`config.mk`:
```
export PLATFORM = sky130hd
export DESIGN_NAME = mem_access_unit_flat
export DESIGN_NICKNAME = d
export VERILOG_FILES = /design/src/rtl/mips_mem_pkg.sv /design/src/rtl/mem_access_unit_if.sv /design/src/rtl/lsu_align_chk.sv /design/src/rtl/mem_access_unit.sv /design/src/flat_wrapper.sv
export SDC_FILE = /design/constraint.sdc
export NUM_CORES = 1
export LEC_CHECK = 0
export CORE_AREA = 2 2 107 109
export DETAILED_ROUTE_END_ITERATION = 8
export DIE_AREA = 0 0 109 111
export PLACE_DENSITY = 0.84
export SYNTH_ARGS = -nofsm -noshare
export SYNTH_HDL_FRONTEND = slang
export SYNTH_HIERARCHICAL = 1
export SYNTH_SLANG_ARGS = --single-unit
```
`constraint.sdc`:
```
create_clock -name clk -period 4.8 [get_ports clk]
set_clock_uncertainty 0.1 [all_clocks]
set_input_delay 0.96 -clock clk [delete_from_list [all_inputs] [get_ports clk]]
set_output_delay 0.96 -clock clk [all_outputs]
set_load 0.01 [all_outputs]
```
`src/rtl/mips_mem_pkg.sv`:
```
// Shared definitions for the load/store unit.
// Holds the memory operation encoding, the RAM size codes, the FSM state
// encoding and two small helpers used when a request is accepted.
// No ports (package).
package mips_mem_pkg;

    // Operation codes on req_op; code 3'd7 is undefined and is rejected
    typedef enum logic [2:0] {
        OP_LW  = 3'd0,
        OP_LB  = 3'd1,
        OP_LHU = 3'd2,
        OP_LBU = 3'd3,
        OP_SW  = 3'd4,
        OP_SB  = 3'd5,
        OP_SH  = 3'd6
    } mem_op_e;

    // Size codes driven on ram_size; the RAM does the load extension itself
    localparam logic [1:0] SIZE_WORD   = 2'd0;
    localparam logic [1:0] SIZE_BYTE_S = 2'd1;
    localparam logic [1:0] SIZE_HALF_U = 2'd2;
    localparam logic [1:0] SIZE_BYTE_U = 2'd3;

    typedef enum logic [1:0] {
        IDLE = 2'd0,
        RD   = 2'd1,
        WR   = 2'd2,
        RESP = 2'd3
    } lsu_state_e;

    function automatic logic is_store(input logic [2:0] op);
        return (op == OP_SW) || (op == OP_SB) || (op == OP_SH);
    endfunction

    // Store data is right-aligned; the unused upper bits are forced to zero
    function automatic logic [31:0] store_format(input logic [2:0] op,
                                                 input logic [31:0] wdata);
        logic [31:0] data;
        case (op)
            OP_SW:   data = wdata;
            OP_SH:   data = {16'h0, wdata[15:0]};
            OP_SB:   data = {24'h0, wdata[7:0]};
            default: data = 32'h0;
        endcase
        return data;
    endfunction

endpackage

```
`src/rtl/mem_access_unit_if.sv`:
```
// Bundle of the pipeline request/response handshake and the RAM bus seen by
// the load/store unit.
//   req_valid/req_ready/req_op/req_adr/req_wdata : pipeline request
//   resp_valid/resp_data/resp_err                : one-cycle response
//   ram_read/ram_write/ram_size/ram_adr/ram_data : RAM strobes and address/data
//   ram_word                                     : RAM read data (pre-extended)
// The slave modport is the unit; the master modport is the pipeline plus RAM.
interface mem_access_unit_if;

    logic        req_valid;
    logic        req_ready;
    logic [2:0]  req_op;
    logic [31:0] req_adr;
    logic [31:0] req_wdata;

    logic        resp_valid;
    logic [31:0] resp_data;
    logic        resp_err;

    logic        ram_read;
    logic        ram_write;
    logic [1:0]  ram_size;
    logic [31:0] ram_adr;
    logic [31:0] ram_data;
    logic [31:0] ram_word;

    modport master (
        output req_valid, req_op, req_adr, req_wdata,
        input  req_ready,
        input  resp_valid, resp_data, resp_err,
        input  ram_read, ram_write, ram_size, ram_adr, ram_data,
        output ram_word
    );

    modport slave (
        input  req_valid, req_op, req_adr, req_wdata,
        output req_ready,
        output resp_valid, resp_data, resp_err,
        output ram_read, ram_write, ram_size, ram_adr, ram_data,
        input  ram_word
    );

endinterface

```
`src/rtl/lsu_align_chk.sv`:
```
// Combinational decode of a memory operation into its RAM size code and an
// alignment verdict.
//   op         : operation code (mem_op_e encoding, 3'd7 undefined)
//   adr_lo     : low two bits of the byte address
//   size       : ram_size code for the operation
//   misaligned : access cannot be performed (bad alignment or undefined op)
module lsu_align_chk
    import mips_mem_pkg::*;
(
    input  logic [2:0] op,
    input  logic [1:0] adr_lo,
    output logic [1:0] size,
    output logic       misaligned
);

    // Undefined opcodes fall through to the default and are reported as
    // misaligned so that they produce an error response without RAM traffic.
    always_comb begin
        size       = SIZE_WORD;
        misaligned = 1'b1;
        case (op)
            OP_LW, OP_SW: begin
                size       = SIZE_WORD;
                misaligned = (adr_lo != 2'b00);
            end
            OP_LB, OP_SB: begin
                size       = SIZE_BYTE_S;
                misaligned = 1'b0;
            end
            OP_LHU, OP_SH: begin
                size       = SIZE_HALF_U;
                misaligned = adr_lo[0];
            end
            OP_LBU: begin
                size       = SIZE_BYTE_U;
                misaligned = 1'b0;
            end
            default: begin
                size       = SIZE_WORD;
                misaligned = 1'b1;
            end
        endcase
    end

endmodule

```
`src/rtl/mem_access_unit.sv`:
```
// Load/store unit sitting between a pipeline and a simple RAM.
// Accepts one request at a time in IDLE, checks alignment, runs a read of
// RAM_LAT cycles or a single-cycle write, then returns a one-cycle response.
//   clk  : clock, rising edge
//   rst  : synchronous reset, active low
//   bus  : mem_access_unit_if.slave (request, response and RAM bus)
// Parameter RAM_LAT (1..15): cycles ram_read is held before ram_word is taken.
module mem_access_unit
    import mips_mem_pkg::*;
#(
    parameter int unsigned RAM_LAT = 1
) (
    input  logic                 clk,
    input  logic                 rst,
    mem_access_unit_if.slave     bus
);

    localparam logic [3:0] LAT_INIT = 4'(RAM_LAT);

    lsu_state_e  state_q, state_d;
    logic [31:0] adr_q, adr_d;
    logic [31:0] wdata_q, wdata_d;
    logic [31:0] rdata_q, rdata_d;
    logic [1:0]  size_q, size_d;
    logic        err_q, err_d;
    logic [3:0]  cnt_q, cnt_d;

    logic [1:0]  chk_size;
    logic        chk_misaligned;

    lsu_align_chk u_align_chk (
        .op         (bus.req_op),
        .adr_lo     (bus.req_adr[1:0]),
        .size       (chk_size),
        .misaligned (chk_misaligned)
    );

    // Next-state logic. The request is captured only in IDLE, so later input
    // changes have no effect. rdata is cleared on acceptance, which makes
    // store and error responses return zero without extra muxing.
    always_comb begin
        state_d = state_q;
        adr_d   = adr_q;
        wdata_d = wdata_q;
        rdata_d = rdata_q;
        size_d  = size_q;
        err_d   = err_q;
        cnt_d   = cnt_q;
        case (state_q)
            IDLE: begin
                if (bus.req_valid) begin
                    adr_d   = bus.req_adr;
                    wdata_d = store_format(bus.req_op, bus.req_wdata);
                    size_d  = chk_size;
                    err_d   = chk_misaligned;
                    rdata_d = 32'h0;
                    cnt_d   = 4'd0;
                    if (chk_misaligned) begin
                        state_d = RESP;
                    end else if (is_store(bus.req_op)) begin
                        state_d = WR;
                    end else begin
                        state_d = RD;
                        cnt_d   = LAT_INIT;
                    end
                end
            end
            RD: begin
                // The last read cycle is the one where the counter reads 1
                cnt_d = cnt_q - 4'd1;
                if (cnt_q == 4'd1) begin
                    rdata_d = bus.ram_word;
                    state_d = RESP;
                end
            end
            WR: begin
                state_d = RESP;
            end
            RESP: begin
                state_d = IDLE;
            end
            default: begin
                state_d = IDLE;
            end
        endcase
    end

    // Outputs are decoded from the state alone, and everything is forced to
    // zero while reset is held so nothing leaks out before the reset edge.
    always_comb begin
        bus.req_ready  = 1'b0;
        bus.resp_valid = 1'b0;
        bus.resp_data  = 32'h0;
        bus.resp_err   = 1'b0;
        bus.ram_read   = 1'b0;
        bus.ram_write  = 1'b0;
        bus.ram_size   = 2'd0;
        bus.ram_adr    = 32'h0;
        bus.ram_data   = 32'h0;
        if (rst) begin
            case (state_q)
                IDLE: begin
                    bus.req_ready = 1'b1;
                end
                RD: begin
                    bus.ram_read = 1'b1;
                    bus.ram_size = size_q;
                    bus.ram_adr  = adr_q;
                end
                WR: begin
                    bus.ram_write = 1'b1;
                    bus.ram_size  = size_q;
                    bus.ram_adr   = adr_q;
                    bus.ram_data  = wdata_q;
                end
                RESP: begin
                    bus.resp_valid = 1'b1;
                    bus.resp_data  = rdata_q;
                    bus.resp_err   = err_q;
                end
                default: begin
                    bus.req_ready = 1'b0;
                end
            endcase
        end
    end

    // State register; reset abandons any access in flight without a response.
    always_ff @(posedge clk) begin
        if (!rst) begin
            state_q <= IDLE;
            adr_q   <= 32'h0;
            wdata_q <= 32'h0;
            rdata_q <= 32'h0;
            size_q  <= 2'd0;
            err_q   <= 1'b0;
            cnt_q   <= 4'd0;
        end else begin
            state_q <= state_d;
            adr_q   <= adr_d;
            wdata_q <= wdata_d;
            rdata_q <= rdata_d;
            size_q  <= size_d;
            err_q   <= err_d;
            cnt_q   <= cnt_d;
        end
    end

endmodule

```
`src/flat_wrapper.sv`:
```
// flat-port wrapper written by rule: the top's interface ports become plain ports
module mem_access_unit_flat import mips_mem_pkg::*;
#(
    parameter int unsigned RAM_LAT = 1
)
  (clk, rst, bus_req_valid, bus_req_op, bus_req_adr, bus_req_wdata, bus_req_ready, bus_resp_valid, bus_resp_data, bus_resp_err, bus_ram_read, bus_ram_write, bus_ram_size, bus_ram_adr, bus_ram_data, bus_ram_word);
  mem_access_unit_if bus_i ();
  input  logic clk;
  input  logic rst;
  input wire logic [$bits(bus_i.req_valid)-1:0] bus_req_valid;
  input wire logic [$bits(bus_i.req_op)-1:0] bus_req_op;
  input wire logic [$bits(bus_i.req_adr)-1:0] bus_req_adr;
  input wire logic [$bits(bus_i.req_wdata)-1:0] bus_req_wdata;
  output wire logic [$bits(bus_i.req_ready)-1:0] bus_req_ready;
  output wire logic [$bits(bus_i.resp_valid)-1:0] bus_resp_valid;
  output wire logic [$bits(bus_i.resp_data)-1:0] bus_resp_data;
  output wire logic [$bits(bus_i.resp_err)-1:0] bus_resp_err;
  output wire logic [$bits(bus_i.ram_read)-1:0] bus_ram_read;
  output wire logic [$bits(bus_i.ram_write)-1:0] bus_ram_write;
  output wire logic [$bits(bus_i.ram_size)-1:0] bus_ram_size;
  output wire logic [$bits(bus_i.ram_adr)-1:0] bus_ram_adr;
  output wire logic [$bits(bus_i.ram_data)-1:0] bus_ram_data;
  input wire logic [$bits(bus_i.ram_word)-1:0] bus_ram_word;
  assign bus_i.req_valid = bus_req_valid;
  assign bus_i.req_op = bus_req_op;
  assign bus_i.req_adr = bus_req_adr;
  assign bus_i.req_wdata = bus_req_wdata;
  assign bus_req_ready = bus_i.req_ready;
  assign bus_resp_valid = bus_i.resp_valid;
  assign bus_resp_data = bus_i.resp_data;
  assign bus_resp_err = bus_i.resp_err;
  assign bus_ram_read = bus_i.ram_read;
  assign bus_ram_write = bus_i.ram_write;
  assign bus_ram_size = bus_i.ram_size;
  assign bus_ram_adr = bus_i.ram_adr;
  assign bus_ram_data = bus_i.ram_data;
  assign bus_i.ram_word = bus_ram_word;
  mem_access_unit #(.RAM_LAT(RAM_LAT)) u_core (.clk(clk), .rst(rst), .bus(bus_i));
endmodule
```
# Word-level counts from Yosys, hierarchy flattened
# Cells that the tools add are included.
[word_totals]
ff_bits = 105
latchBits = 0
mem_bits_rw = 0
rom_bits = 0
in_bits = 102
out_inout_bits = 103
word_cells = 68
n_memories = 0
[op_classes]
add_sub_neg = 1
multipliers = 0
div_mod_pow = 0
magnitude_cmp = 0
n_eq_ne = 12
n_shift = 0
mux = 33
bitwise = 0
n_reduce_logical = 15
[op_table]
columns = ["op", "n"]
rows = [
  ["32-bit 2-to-1 mux", 8],
  ["32-bit one-hot mux with 3 select lines", 1],
  ["32-bit one-hot mux with 2 select lines", 1],
  ["2-bit 2-to-1 mux", 6],
  ["1-bit 2-to-1 mux", 11],
  ["3-bit == test (second input constant)", 3],
  ["4-bit 2-to-1 mux", 2],
  ["2-bit one-hot mux with 4 select lines", 1],
  ["4-bit one-hot mux with 2 select lines", 1],
  ["2-bit OR reduction", 4],
  ["3-bit by 2-bit == test with 1-bit output (second input constant)", 2],
  ["2-bit one-hot mux with 3 select lines", 1],
  ["2-bit AND reduction", 3],
  ["2-bit == test (second input constant)", 2],
  ["4-bit by 1-bit == test with 1-bit output (second input constant)", 1],
  ["2-bit nonzero test", 2],
  ["4-bit by 1-bit subtractor with 4-bit output (second input constant)", 1],
  ["3-bit by 1-bit == test with 1-bit output (second input constant)", 1],
  ["3-bit zero test", 1],
  ["1-bit one-hot mux with 3 select lines", 1],
  ["3-bit AND reduction", 1],
  ["3-bit OR reduction", 1],
  ["2-bit by 1-bit == test with 1-bit output (second input constant)", 1],
  ["2-bit zero test", 1],
  ["other kinds (3)", 4],
]

# Logic depth before layout (Yosys ltp)
# Gate-level depths: netlist (run 1).
[depth]
ltp_word = 7
mapped_depth = 9
depth_no_buf = 6

# Modules after synthesis
# Netlist (run 1), hierarchy kept.
[modules_own_cells]
columns = ["mod", "instances", "cells_each", "area_per_inst_um2", "seq_area_each_um2"]
rows = [
  ["mem_access_unit", 1, 546, 4787.1, 2102.0],
  ["lsu_align_chk", 1, 5, 48.8, 0.0],
]

# Worst setup path before layout (run 1)
# Ideal clock, no wire load.
[synth_timing]
kind = "input port to output port"
startpoint = "in rst"
endpoint = "out bus_resp_data[28]"
t_arrival_ns = 1.780
required_ns = 3.740
setup_slack_ns = 1.960
cell_stages = 4
path_buffers = 3
cell_sequence = "buf_2 -> buf_2 -> clkbuf_1 -> and3_1"
[synth_between]
elab_chain_len = 1
[synth_rtl]
columns = ["element", "line", "text"]
rows = [
  ["start, declared", "flat_wrapper.sv:9", "input logic rst;"],
  ["32-bit 2-to-1 mux", "mem_access_unit.sv:100", "if (rst) begin"],
  ["end, declared", "flat_wrapper.sv:16", "output wire logic [$bits(bus_i.resp_data)-1:0] bus_resp_data;"],
]
# Every way passes these cells.

# Worst setup path after layout (run 1)
[layout_timing]
startpoint = "reg u_core.state_q[1]"
endpoint = "out bus_ram_adr[11]"
[layout_between]
elab_chain_len = 4
word_cells_on_any_way = 5
classes_between = "eq/ne: 2; mux: 2; reduce/logical: 1"
[layout_rtl]
columns = ["element", "line", "text"]
rows = [
  ["start, declared", "mem_access_unit.sv:20", "lsu_state_e state_q, state_d;"],
  ["start signal, assigned", "mem_access_unit.sv:139", "state_q <= state_d;"],
  ["2-bit by 1-bit == test with 1-bit output or 2-bit == test (tied branches)", "mem_access_unit.sv:101", "case (state_q)"],
  ["2-bit OR reduction (no source line) *", "n/a", ""],
  ["32-bit 2-to-1 mux *", "mem_access_unit.sv:101", ""],
  ["32-bit 2-to-1 mux *", "mem_access_unit.sv:100", ""],
  ["end, declared", "flat_wrapper.sv:21", "output wire logic [$bits(bus_i.ram_adr)-1:0] bus_ram_adr;"],
]
# Mark *: on every way between the ends. The rest lies on a longest branch, timed or not.

==> out/qor.yml, run 1 <==
rr_startpoint: "u_core/state_q[0]"
cts_buffer_depth: 2
cts_buffers: 9
reg2reg_depth: 5
rows: 39
grt_usage_pct: 21.6
powerDensity_nw_per_um2: 348
ff2ff_setup_slack_ps: 2060
numPlacedInstances: 849
root_buffer: "clkbuf_16"
finalPower_uw: 2490
die_area_um2: 12100
period_share_pct: 75.7
synth_cell_types: 34
crit_arrival_ps: 2570
worst_setup_path_end_kind: "primary output"
drtIter0Drc: 222
rsz0062_at_grt: "false"
setup_viol: 0
holdBufCountCts: 0
drive_gt1_share_pct: 8.17
fin_util_pct: 64.6
postCtsSetupBuffers: 0
path_max_fanout: 36
netlist_instances: 551
core-area_um2: 11100
grt_max_degree: 77
holdCritPathClass: "reg2reg"
routedWlPerCell_um: 15.2
die_h_um: 111
cts_resized: 0
min-delay-start: "u_core/adr_q[22]"
place_congestion: 0.773
die_x_um: 109
grt_pass1_wl_um: 21100
htree_levels: 3
tns_ps: 0
max_cap_viol_count: 0
slew_viol_final: 0
final_antenna_net_count: 0
crit_path_start: "u_core/state_q[1]"
nets: 825
hpwl_um: 9340
status: "complete, no violations"
drc: 0
start_kind: "flop"
syn_avg_cell_area_um2: 8.78
grt_pass1_vias: 4471
worstPathRequired_ps: 3740
peakVddDrop_uv: 178
antenna_cells: 0
clkSinkCount: 105
io_buffers: 204
cts_tree: "built"
syn_to_final_growth_pct: 48.0
worst_pin_slew_ps: 1130
period_minus_slack_ps: 3630
synth_area_um2: 4840
overflow: 0
yosys_register_bits: 105
first_pass_iters: 4
r2r_end: "u_core/wdata_q[24]"
yosys_warnings: 6
holdWs_ps: 360
final_cells: 865
slew_headroom_pct: 24.9
synth_fp_nets: 659
io_pins: 205
wirelength_um: 13200
antenna_found_initial: 0
p_leak_uw: 0.00296
path_clk_slew_ps: 70
vias: 4529
hold_viol: 0
worstSkewPairLatency_ps: 340
worstHoldEndpoint: "u_core/adr_q[22]"
avgViaCountPerCell: 5.24
ys_seq_area_share_pct: 43.5
start_util_pct: 43.7
timing.fmax_ghz: 0.275
crit_type: "reg2out"
hold_depth: 2
metrics by stage:
step / setup WS (ps) / instance area (um2)
final: 1170 / 7160
after global routing: 1020 / 7160
after CTS: 1180 / 7160
after detailed placement: 1240 / 6860
after global placement: 1260 / 6860
after floorplan: 1960 / 4840
layer usage:
layer  track usage [%]  wire (um)  part of all wire, %
met4              7.86        238                  1.8
met2              37.3       6460                   49
met3              6.35       1040                  7.9
met5                 0          0                    0
met1              24.7       5430                   41
worst max path at each step:
stage | cells past startpoint | to | slack (ps)
after global placement | 4 | bus_ram_adr[11] | 1260
after detailed placement | 4 | bus_ram_adr[11] | 1240
after global routing | 4 | bus_ram_adr[11] | 1020
after floorplan | 4 | bus_resp_data[28] | 1960
final | 4 | bus_ram_adr[11] | 1170
after CTS | 4 | bus_ram_adr[11] | 1180
worst max-delay path: stages (launching register included):
cell	delay [ps]
dfxtp_1	390
inv_1	80
ha_1	900
and3_1	310
clkdlybuf4s50_1	550
where the power goes:
part / internal [uW] / switching, uW
logic: 284 / 459
registers: 966 / 53.8
clock network: 417 / 311
total: 1670 / 824
layout by cell type (no fill, tap or decap), types with 6 or more instances in the layout:
cell type / n
clkbuf_16: 9
and3_1: 99
ha_1: 6
o22ai_2: 30
nand2_1: 139
dfxtp_1: 105
a21boi_0: 37
clkdlybuf4s50_1: 203
a22o_1: 32
nand2b_1: 6
state kept, by name, indices dropped and copies added (netlist names):
signal	count
u_core/rdata_q	32
u_core/state_q	2
u_core/err_q	1
u_core/size_q	2
u_core/adr_q	32
u_core/cnt_q	4
u_core/wdata_q	32
cells in the mapped netlist:
| master | instances | share of area, % |
|---|---|---|
| a21boi_0 | 37 | 5.7 |
| nand2_2 | 1 | 0.13 |
| ha_1 | 6 | 1.6 |
| a21oi_1 | 3 | 0.31 |
| buf_6 | 4 | 0.93 |
| nand2_1 | 139 | 11 |
| clkbuf_1 | 32 | 2.5 |
| nor3_1 | 1 | 0.10 |
| or3b_4 | 1 | 0.23 |
| a22oi_1 | 1 | 0.16 |
| buf_2 | 9 | 0.93 |
| nor2_1 | 2 | 0.16 |
| dfxtp_1 | 105 | 43 |
| nand3_1 | 3 | 0.31 |
| a21boi_2 | 1 | 0.23 |
| nand2b_1 | 6 | 0.78 |
| o21ai_1 | 1 | 0.10 |
| and2_1 | 5 | 0.65 |
| a22o_1 | 32 | 5.8 |
| or3_1 | 1 | 0.13 |
| a2bb2oi_1 | 1 | 0.18 |
| inv_1 | 5 | 0.39 |
| o22ai_1 | 5 | 0.65 |
| nor4_1 | 1 | 0.13 |
| buf_1 | 3 | 0.23 |
| nor2b_1 | 3 | 0.39 |
| o22ai_2 | 30 | 7.8 |
| a21oi_2 | 3 | 0.54 |
| and3_1 | 99 | 13 |
| a21boi_4 | 1 | 0.39 |
| buf_4 | 5 | 0.78 |
| nor3_4 | 1 | 0.34 |
| or2_1 | 1 | 0.13 |
| o21ai_0 | 3 | 0.31 |
cell families after synthesis:
kind of cell,share of synthesized area [%]
buffers and inverters,5.74
DFF,43.5
adders and majority gates,1.55
and+or+nand+nor,27.1
AOI/OAI and AO/OA,22.2
area by class of cell:
class,count,area [um2]
clock buffer,11,243
clock inverter,5,55.1
fill,904,3920
inverter,5,18.8
multi-input combinational,388,2460
sequential,105,2100
tap,143,179
timing repair buffer,208,2090
(Power assumes the default switching activity.)
==> run 2: changes to the inputs <==
--- a/config.mk
+++ b/config.mk
@@ -5,10 +5,10 @@
 export SDC_FILE = /design/constraint.sdc
 export NUM_CORES = 1
 export LEC_CHECK = 0
-export CORE_AREA = 2 2 107 109
+export CORE_AREA = 2 2 110 112
 export DETAILED_ROUTE_END_ITERATION = 8
-export DIE_AREA = 0 0 109 111
-export PLACE_DENSITY = 0.84
+export DIE_AREA = 0 0 112 114
+export PLACE_DENSITY = 0.8
 export SYNTH_ARGS = -nofsm -noshare
 export SYNTH_HDL_FRONTEND = slang
 export SYNTH_HIERARCHICAL = 1
==> constraint.sdc (replaced) <==
create_clock -name clk -period 3.5 [get_ports clk]
set_clock_uncertainty 0.1 [all_clocks]
set_input_delay 0.7 -clock clk [delete_from_list [all_inputs] [get_ports clk]]
set_output_delay 0.7 -clock clk [all_outputs]
set_load 0.01 [all_outputs]
==> run 2 against run 1 <==
- non-clock buffer count grew 6
- sequential power grew 37%
- register-to-register slack lost 780 ps
- sequential share of layout area shrank 0.38 points
- flip-flop and latch count is the same
- global-route usage shrank 1.6 points
- first-iteration DRC count grew 24%
- critical endpoint is now bus_ram_data[8]
- largest power group unchanged
==> out/qor.yml, run 2 (same netlist as run 1, synthesis figures left out) <==
root_buffer: "clkbuf_16"
fin_util_pct: 61.9
final_common_cell: "clkdlybuf4s50_1"
antenna_cells: 0
final_antenna_net_count: 0
rr_startpoint: "u_core/state_q[0]"
die_h_um: 114
core-area_um2: 11700
cts_buffers: 9
finalPower_uw: 3530
drtIter0Drc: 276
io_pins: 205
period_share_pct: 91.6
timing.fmax_ghz: 0.312
peakVddDrop_uv: 303
p_leak_uw: 0.00302
period_minus_slack_ps: 3210
hpwl_um: 9430
vias: 4525
crit_arrival_ps: 2410
cts_resized: 0
place_congestion: 0.787
grt_max_degree: 80
min-delay-start: "u_core/err_q"
worstHoldEndpoint: "u_core/err_q"
rows: 40
worst_pin_slew_ps: 1190
reg2reg_depth: 5
layout_common_cells: "clkdlybuf4s50_1, nand2_1, dfxtp_1, and3_1, a21boi_0"
start_kind: "flop"
r2r_end: "u_core/wdata_q[15]"
num-fill-cells: 992
worstSkewPairLatency_ps: 330
setup_viol: 0
path_max_fanout: 33
nets: 831
die_x_um: 112
routedWlPerCell_um: 15.1
grt_pass1_vias: 4381
clkSinkCount: 105
cts_buffer_depth: 2
hold_viol: 0
slew_viol_final: 0
die_area_um2: 12800
worst_setup_path_end_kind: "primary output"
rsz0062_at_grt: "false"
holdBufCountCts: 0
wirelength_um: 13200
io_buffers: 204
drive_gt1_share_pct: 9.07
biggestRegsByFlops: "u_core/adr_q: 32 flops, u_core/rdata_q: 32 flops, u_core/wdata_q: 32 flops"
first_pass_iters: 4
syn_to_final_growth_pct: 49.9
cts_tree: "built"
grt_usage_pct: 19.9
status: "complete, no violations"
powerDensity_nw_per_um2: 487
holdCritPathClass: "reg2reg"
crit_type: "reg2out"
antenna_found_initial: 0
hold_depth: 2
max_cap_viol_count: 0
tns_ps: 0
grt_pass1_wl_um: 21100
avgViaCountPerCell: 5.17
path_clk_slew_ps: 70
ff2ff_setup_slack_ps: 1280
postCtsSetupBuffers: 0
start_util_pct: 41.3
slew_headroom_pct: 21.0
worstPathRequired_ps: 2700
overflow: 0
htree_levels: 3
drc: 0
[run 2: cell count changes in the layout (fill, tap and decap cells not counted), sizes merged]
cell      before  now
clkbuf        11   10
bufinv         1    2
inv            5    6
clkinvlp       2    1
buf            5   11
[run 2: where the power goes]
part / leakage [uW] / switching (uW) / internal [uW]
Clock: 0.000159 / 437 / 649
Combinational: 0.00200 / 630 / 414
Sequential: 0.000853 / 74.7 / 1320
[run 2: worst max-delay path by stage]
stage                       from                 to  slack, ps  cells after the start
2_1_floorplan                rst  bus_resp_data[28]       1180                      4
3_3_place_gp                 rst       bus_resp_err        610                      4
3_5_place_dp                 rst  bus_resp_data[31]        570                      4
4_1_cts        u_core/state_q[0]    bus_ram_data[8]        300                      4
5_1_grt        u_core/state_q[0]    bus_ram_data[8]        170                      4
6_report       u_core/state_q[0]    bus_ram_data[8]        290                      4
[run 2: layout make-up]
type	instances	area, um2	share of cell area (%)
clock buffers	10	239	3.30
clock inverters	6	90.1	1.24
inverters	5	18.8	0.259
multi-input cells	388	2460	34.0
repair buffers	214	2150	29.7
flip-flops and latches	105	2100	29.0
well taps	147	184	2.54
[run 2: layer usage]
metal	part of all wire [%]	wire [um]	vias to the layer above	GRT usage, %
met4	1.6	215	0	7.07
met2	48	6360	155	33.5
met5	0	0	-	0
met3	8.9	1170	20	7.01
met1	41	5430	2098	23.8
li1	-	-	2252	-
[run 2: metrics by stage]
| step | setup slack [ps] | std cells | cell area (um2) | hold WS, ps |
|---|---|---|---|---|
| after floorplan | 1180 | 551 | 4840 | 339 |
| after global placement | 609 | 859 | 6920 | 345 |
| after detailed placement | 569 | 859 | 6920 | 353 |
| after CTS | 304 | 875 | 7250 | 363 |
| after global routing | 170 | 875 | 7250 | 379 |
| final | 293 | 875 | 7250 | 360 |
[run 2: worst max-delay path: stages, from the launching register on]
cell and delay (ps):
dfxtp_1 340, inv_1 90, ha_1 770, and3_1 310, clkdlybuf4s50_1 560
